$ cat config.mk
export PLATFORM = sky130hd
export DESIGN_NAME = serial_adder
export DESIGN_NICKNAME = d
export VERILOG_FILES = /design/src/rtl/serial_adder.sv
export SDC_FILE = /design/constraint.sdc
export NUM_CORES = 1
export LEC_CHECK = 0
export CORE_MARGIN = 2
export CORE_UTILIZATION = 45
export CTS_BUF_LIST = sky130_fd_sc_hd__clkbuf_4 sky130_fd_sc_hd__clkbuf_8 sky130_fd_sc_hd__clkbuf_16
export DETAILED_ROUTE_END_ITERATION = 7
export GPL_ROUTABILITY_DRIVEN = 0
export PLACE_DENSITY = 0.73
export SLEW_MARGIN = 20
export SYNTH_ARGS = -nofsm -noshare
export SYNTH_HDL_FRONTEND = slang
export SYNTH_SLANG_ARGS = --single-unit
$ cat constraint.sdc
create_clock -name CLK -period 1.5 [get_ports CLK]
set_input_delay 0.3 -clock CLK [delete_from_list [all_inputs] [get_ports CLK]]
set_output_delay 0.3 -clock CLK [all_outputs]
set_load 0.03 [all_outputs]
$ cat src/rtl/serial_adder.sv
// Bit-serial adder/subtractor: one full-adder cell and a carry flop process one
// operand bit per clock, with a START/DONE handshake and registered result flags.
module serial_adder #(
   parameter int unsigned WIDTH = 8
) (
   input  logic             CLK,
   input  logic             RST_N,
   input  logic             START,
   input  logic             SUB,
   input  logic [WIDTH-1:0] A,
   input  logic [WIDTH-1:0] B,
   output logic             BUSY,
   output logic             DONE,
   output logic [WIDTH-1:0] SUM,
   output logic             CARRY,
   output logic             OVF
);

   localparam int unsigned     CW   = (WIDTH > 1) ? $clog2(WIDTH) : 1;
   localparam logic [CW-1:0]   LAST = CW'(WIDTH - 1);

   typedef enum logic [1:0] {
      IDLE,
      RUN,
      FIN
   } state_t;

   state_t           r_state, w_state_nx;
   logic [WIDTH-1:0] r_sa, r_sb, r_sr, r_sum;
   logic [WIDTH-1:0] w_sa_nx, w_sb_nx, w_sr_nx, w_sum_nx;
   logic [CW-1:0]    r_cnt, w_cnt_nx;
   logic             r_c, w_c_nx;
   logic             r_carry, w_carry_nx;
   logic             r_ovf, w_ovf_nx;
   logic             r_busy, r_done;
   logic             w_busy_nx, w_done_nx;
   logic             w_s, w_cout;

   assign w_s    = r_sa[0] ^ r_sb[0] ^ r_c;
   assign w_cout = (r_sa[0] & r_sb[0]) | (r_sa[0] & r_c) | (r_sb[0] & r_c);

   always_ff @(posedge CLK or negedge RST_N) begin
      if (!RST_N) begin
         r_state <= IDLE;
         r_sa    <= '0;
         r_sb    <= '0;
         r_sr    <= '0;
         r_cnt   <= '0;
         r_c     <= 1'b0;
         r_sum   <= '0;
         r_carry <= 1'b0;
         r_ovf   <= 1'b0;
         r_busy  <= 1'b0;
         r_done  <= 1'b0;
      end else begin
         r_state <= w_state_nx;
         r_sa    <= w_sa_nx;
         r_sb    <= w_sb_nx;
         r_sr    <= w_sr_nx;
         r_cnt   <= w_cnt_nx;
         r_c     <= w_c_nx;
         r_sum   <= w_sum_nx;
         r_carry <= w_carry_nx;
         r_ovf   <= w_ovf_nx;
         r_busy  <= w_busy_nx;
         r_done  <= w_done_nx;
      end
   end

   always_comb begin
      w_state_nx = r_state;
      w_sa_nx    = r_sa;
      w_sb_nx    = r_sb;
      w_sr_nx    = r_sr;
      w_cnt_nx   = r_cnt;
      w_c_nx     = r_c;
      w_sum_nx   = r_sum;
      w_carry_nx = r_carry;
      w_ovf_nx   = r_ovf;
      case (r_state)
         IDLE, FIN: begin
            if (START) begin
               // Subtraction is A + ~B + 1: invert B and preload the carry with 1.
               w_sa_nx    = A;
               w_sb_nx    = SUB ? ~B : B;
               w_c_nx     = SUB;
               w_cnt_nx   = '0;
               w_state_nx = RUN;
            end else begin
               w_state_nx = IDLE;
            end
         end
         RUN: begin
            w_sa_nx  = r_sa >> 1;
            w_sb_nx  = r_sb >> 1;
            w_sr_nx  = {w_s, r_sr[WIDTH-1:1]};
            w_c_nx   = w_cout;
            w_cnt_nx = r_cnt + CW'(1);
            if (r_cnt == LAST) begin
               // Result regs load on the same edge as FIN entry, so they are valid with DONE.
               w_state_nx = FIN;
               w_cnt_nx   = r_cnt;
               w_sum_nx   = {w_s, r_sr[WIDTH-1:1]};
               w_carry_nx = w_cout;
               w_ovf_nx   = r_c ^ w_cout;
            end
         end
         default: w_state_nx = IDLE;
      endcase
      w_busy_nx = (w_state_nx == RUN);
      w_done_nx = (w_state_nx == FIN);
   end

   assign BUSY  = r_busy;
   assign DONE  = r_done;
   assign SUM   = r_sum;
   assign CARRY = r_carry;
   assign OVF   = r_ovf;

endmodule

==> impl_metrics.csv <==
group,metric,value,unit
yosys,yosysWarnings,0,
layout,finish.utilization,62.0,%
status,status,"finished, final reports clean",
worst_setup_path,critPathSlowestCell,"dfrtp_1",
floorplanning,io_pins,32,
worst_setup_path,endpoint_kind,"register",
worst_setup_path,reg2reg_depth,5,
worst_setup_path,path_cells,"ha_2, ha_4, nand3b_1, buf_12, mux2_2",
timing,fmax,0.680,GHz
floorplanning,rows,22,
power_and_ir_drop,netSwitchingPower,1.64,mW
drt,totalWireLength,2.86,mm
placed_design,port-buffer-count,31,
yosys,synth_area_leaders,"dfrtp_1, mux2_2, a22o_1",
worst_setup_path,start_kind,"register",
yosys,syn-cell-area,1760,um2
worst_setup_path,worst-path-buf-inv,1,
worst_setup_path,worstSetupPathType,"register to register",
floorplanning,die_x,66.5,um
timing,hold_slack,0.0617,ns
yosys,synthTopCellsByCount,"dfrtp_1, mux2_2, a22o_1",
layout,fin_cells,221,
yosys,ys_ff_latch,41,
clocking,ctsHoldBuffers,0,
yosys,yosysSeqAreaShare,58.3,%
worst_setup_path,reg2reg_to,"SUM[3]",
timing,clock_skew,0.00338,ns
yosys,async_flop_share,100,%
drt,vias,1117,
yosys,synth_area_leader_cell,"dfrtp_1",
yosys,syn_area_per_cell,13.6,um2
clocking,clock_tree.buffer_depth,2,
hold_path,worst_hold_path_type,"input pin to async pin",
run,maxCapViolations,0,
floorplanning,dieArea,4430,um2
floorplanning,core_area,3720,um2
worst_setup_path,worstPathRequired,1.67,ns
clocking,cts.sinks,41,
drt,routed_via_density,5.05,
yosys,yosys.cell_count.top_type,"dfrtp_1",
drt,initialDrtViolationCount,75,
timing,fin_crit,1.47,ns
worst_setup_path,max_stage_delay,0.40,ns
worst_setup_path,arrival,1.64,ns
drt,dr.pass1.iters,4,
power_and_ir_drop,powerDensity,2140,nW/um2
yosys,synth_ff_type,"dfrtp_1",
floorplanning,die_h,66.5,um
clocking,clk_pin_slew,0.07,ns
layout,n_antenna_cell,0,
layout,layout-drive-gt1-share,26.0,%
grt,overflow,0,
timing,relSlewSlack,67.5,%
layout,fin_nets,195,
yosys,syn_nets,152,
timing,hold_viol,0,
floorplanning,initial_core_util,47.3,%
grt,antenna_found_initial,0,
grt,grtUsageTotal,15.0,%
grt,grt_pass1_vias,1114,
timing,finalSetupViolCount,0,
worst_setup_path,crit_fanout,12,
power_and_ir_drop,pwr-share-seq,38.9,%
worst_setup_path,crit-reg2reg-launch,"r_cnt[0]",
drt,ant_nets,0,
yosys,synth_cell_type_count,23,
placed_design,dp_hpwl,2.09,mm
timing,fin_setup_tns,0,ns
timing,slew_violations,0,
grt,grt_first_pass_wirelength,4.93,mm
grt,grt_max_degree,42,
drt,drc_errors,0,
yosys,synth_top_area_share,58.3,%
yosys,syn_inst,129,
power_and_ir_drop,p_sw_share,33.3,%
power_and_ir_drop,comb_power_share,42.6,%
drt,post_drt_wl_per_cell,12.9,um
timing,finalCritPeriodShare,98.1,%
timing,rsz0062_at_grt,"yes",
layout,syn2layout_area_growth,30.9,%
power_and_ir_drop,cellLeakagePower,1.11,nW
worst_setup_path,r2r_slack,0.03,ns
yosys,synth_edf_count,0,
clocking,clockRootBuffer,"clkbuf_8",
clocking,cts_buffers,5,
power_and_ir_drop,p_int,3.28,mW
clocking,htree_levels,2,
timing,worst_slew_pin_slew,0.487,ns
layout,fillers,304,
worst_setup_path,cpLargestDelayFamily,"flip-flops",
clocking,worstSkewPairLatency,0.28,ns
clocking,tritoncts,"yes",
placed_design,place_inst,212,
power_and_ir_drop,power.share.clock,18.4,%
power_and_ir_drop,vdd_ir_drop_max,827,uV
-- cell families after synthesis --
logic type | synth area share, %
AO/OA/AOI/OAI | 13.2
XOR/XNOR | 4.48
adder cells (fa/ha/maj) | 2.56
buffers and inverters | 4.27
flip-flops | 58.3
multiplexers | 10.8
AND/OR/NAND/NOR | 6.33
-- placed cells by master, fill, tap and decap left out, types with 2 or more instances in the layout --
master            n
clkdlybuf4s50_1  18
nand2_1           6
mux2_2           16
dlygate4sd2_1    12
clkbuf_8          6
buf_12            2
dfrtp_1          41
a221o_1           7
inv_1             2
nor2_1            7
a22o_1           10
a21o_1            8
o21ai_0           3
or2_2             2
buf_4            11
xnor2_1           8
-- flip-flops by register name, summed over array words and instances (netlist names) --
signal and count:
r_sa 8, r_c 1, OVF 1, r_state 2, r_sb 8, DONE 1
r_sr 7, CARRY 1, BUSY 1, SUM 8, r_cnt 3
-- layer usage --
metal	routed length (um)	vias up	share of wire, %	GRT usage [%]
met4	30	0	1.0	6.12
met3	163	2	5.7	3.55
met2	1330	38	46	24.9
met5	0	-	0	0
met1	1340	539	47	19.0
li1	-	538	-	-
-- area by class of cell --
type	instances	area, um2	area share [%]
Inverter	2	7.51	0.326
Tap cell	48	60.1	2.61
Clock buffer	7	90.1	3.91
Timing Repair Buffer	44	413	17.9
Multi-Input combinational cell	78	676	29.3
Clock inverter	1	30.0	1.30
Sequential cell	41	1030	44.6
-- worst max-delay path by stage --
stage / depth (start not counted) / startpoint / slack, ns / endpoint
finish: 5 / r_cnt[0] / 0.03 / SUM[3]
global route: 5 / r_cnt[0] / -0.008 / SUM[7]
CTS: 5 / r_cnt[0] / 0.007 / SUM[3]
detailed placement: 5 / START / -0.11 / r_sa[2]
global placement: 5 / START / -0.08 / r_sa[2]
floorplan: 5 / r_cnt[0] / 0.001 / CARRY
-- power groups by stage --
| stage | logic, mW | registers (mW) | clock network, mW |
|---|---|---|---|
| after floorplan | 1.28 | 2.15 | 0 |
| after global placement | 2.12 | 1.91 | 0 |
| after detailed placement | 2.21 | 1.94 | 0 |
| after CTS | 2.12 | 1.92 | 0.938 |
| after global routing | 2.30 | 1.98 | 0.990 |
| final | 2.10 | 1.92 | 0.907 |
-- stage by stage --
| stage | setup slack [ns] | area (um2) | power [mW] |
|---|---|---|---|
| 3_5_place_dp | -0.108 | 2180 | 4.15 |
| 2_1_floorplan | 0.00146 | 1770 | 3.43 |
| 5_1_grt | -0.00842 | 2300 | 5.27 |
| 4_1_cts | 0.00739 | 2290 | 4.97 |
| 3_3_place_gp | -0.0766 | 2180 | 4.03 |
| 6_report | 0.0289 | 2300 | 4.92 |
-- repair_timing --
item / 4_1_cts / 5_1_grt
buffers inserted: 1 / 0
gates cloned: 0 / 0
setup endpoints to repair: 21 / 8
resized for setup: 13 / 1
-- worst register-to-register path, cell delays in order (launching register included) --
cell and delay, ns:
dfrtp_1 0.40, ha_2 0.20, ha_4 0.16, nand3b_1 0.12
buf_12 0.15, mux2_2 0.34
(Power assumes the default switching activity.)
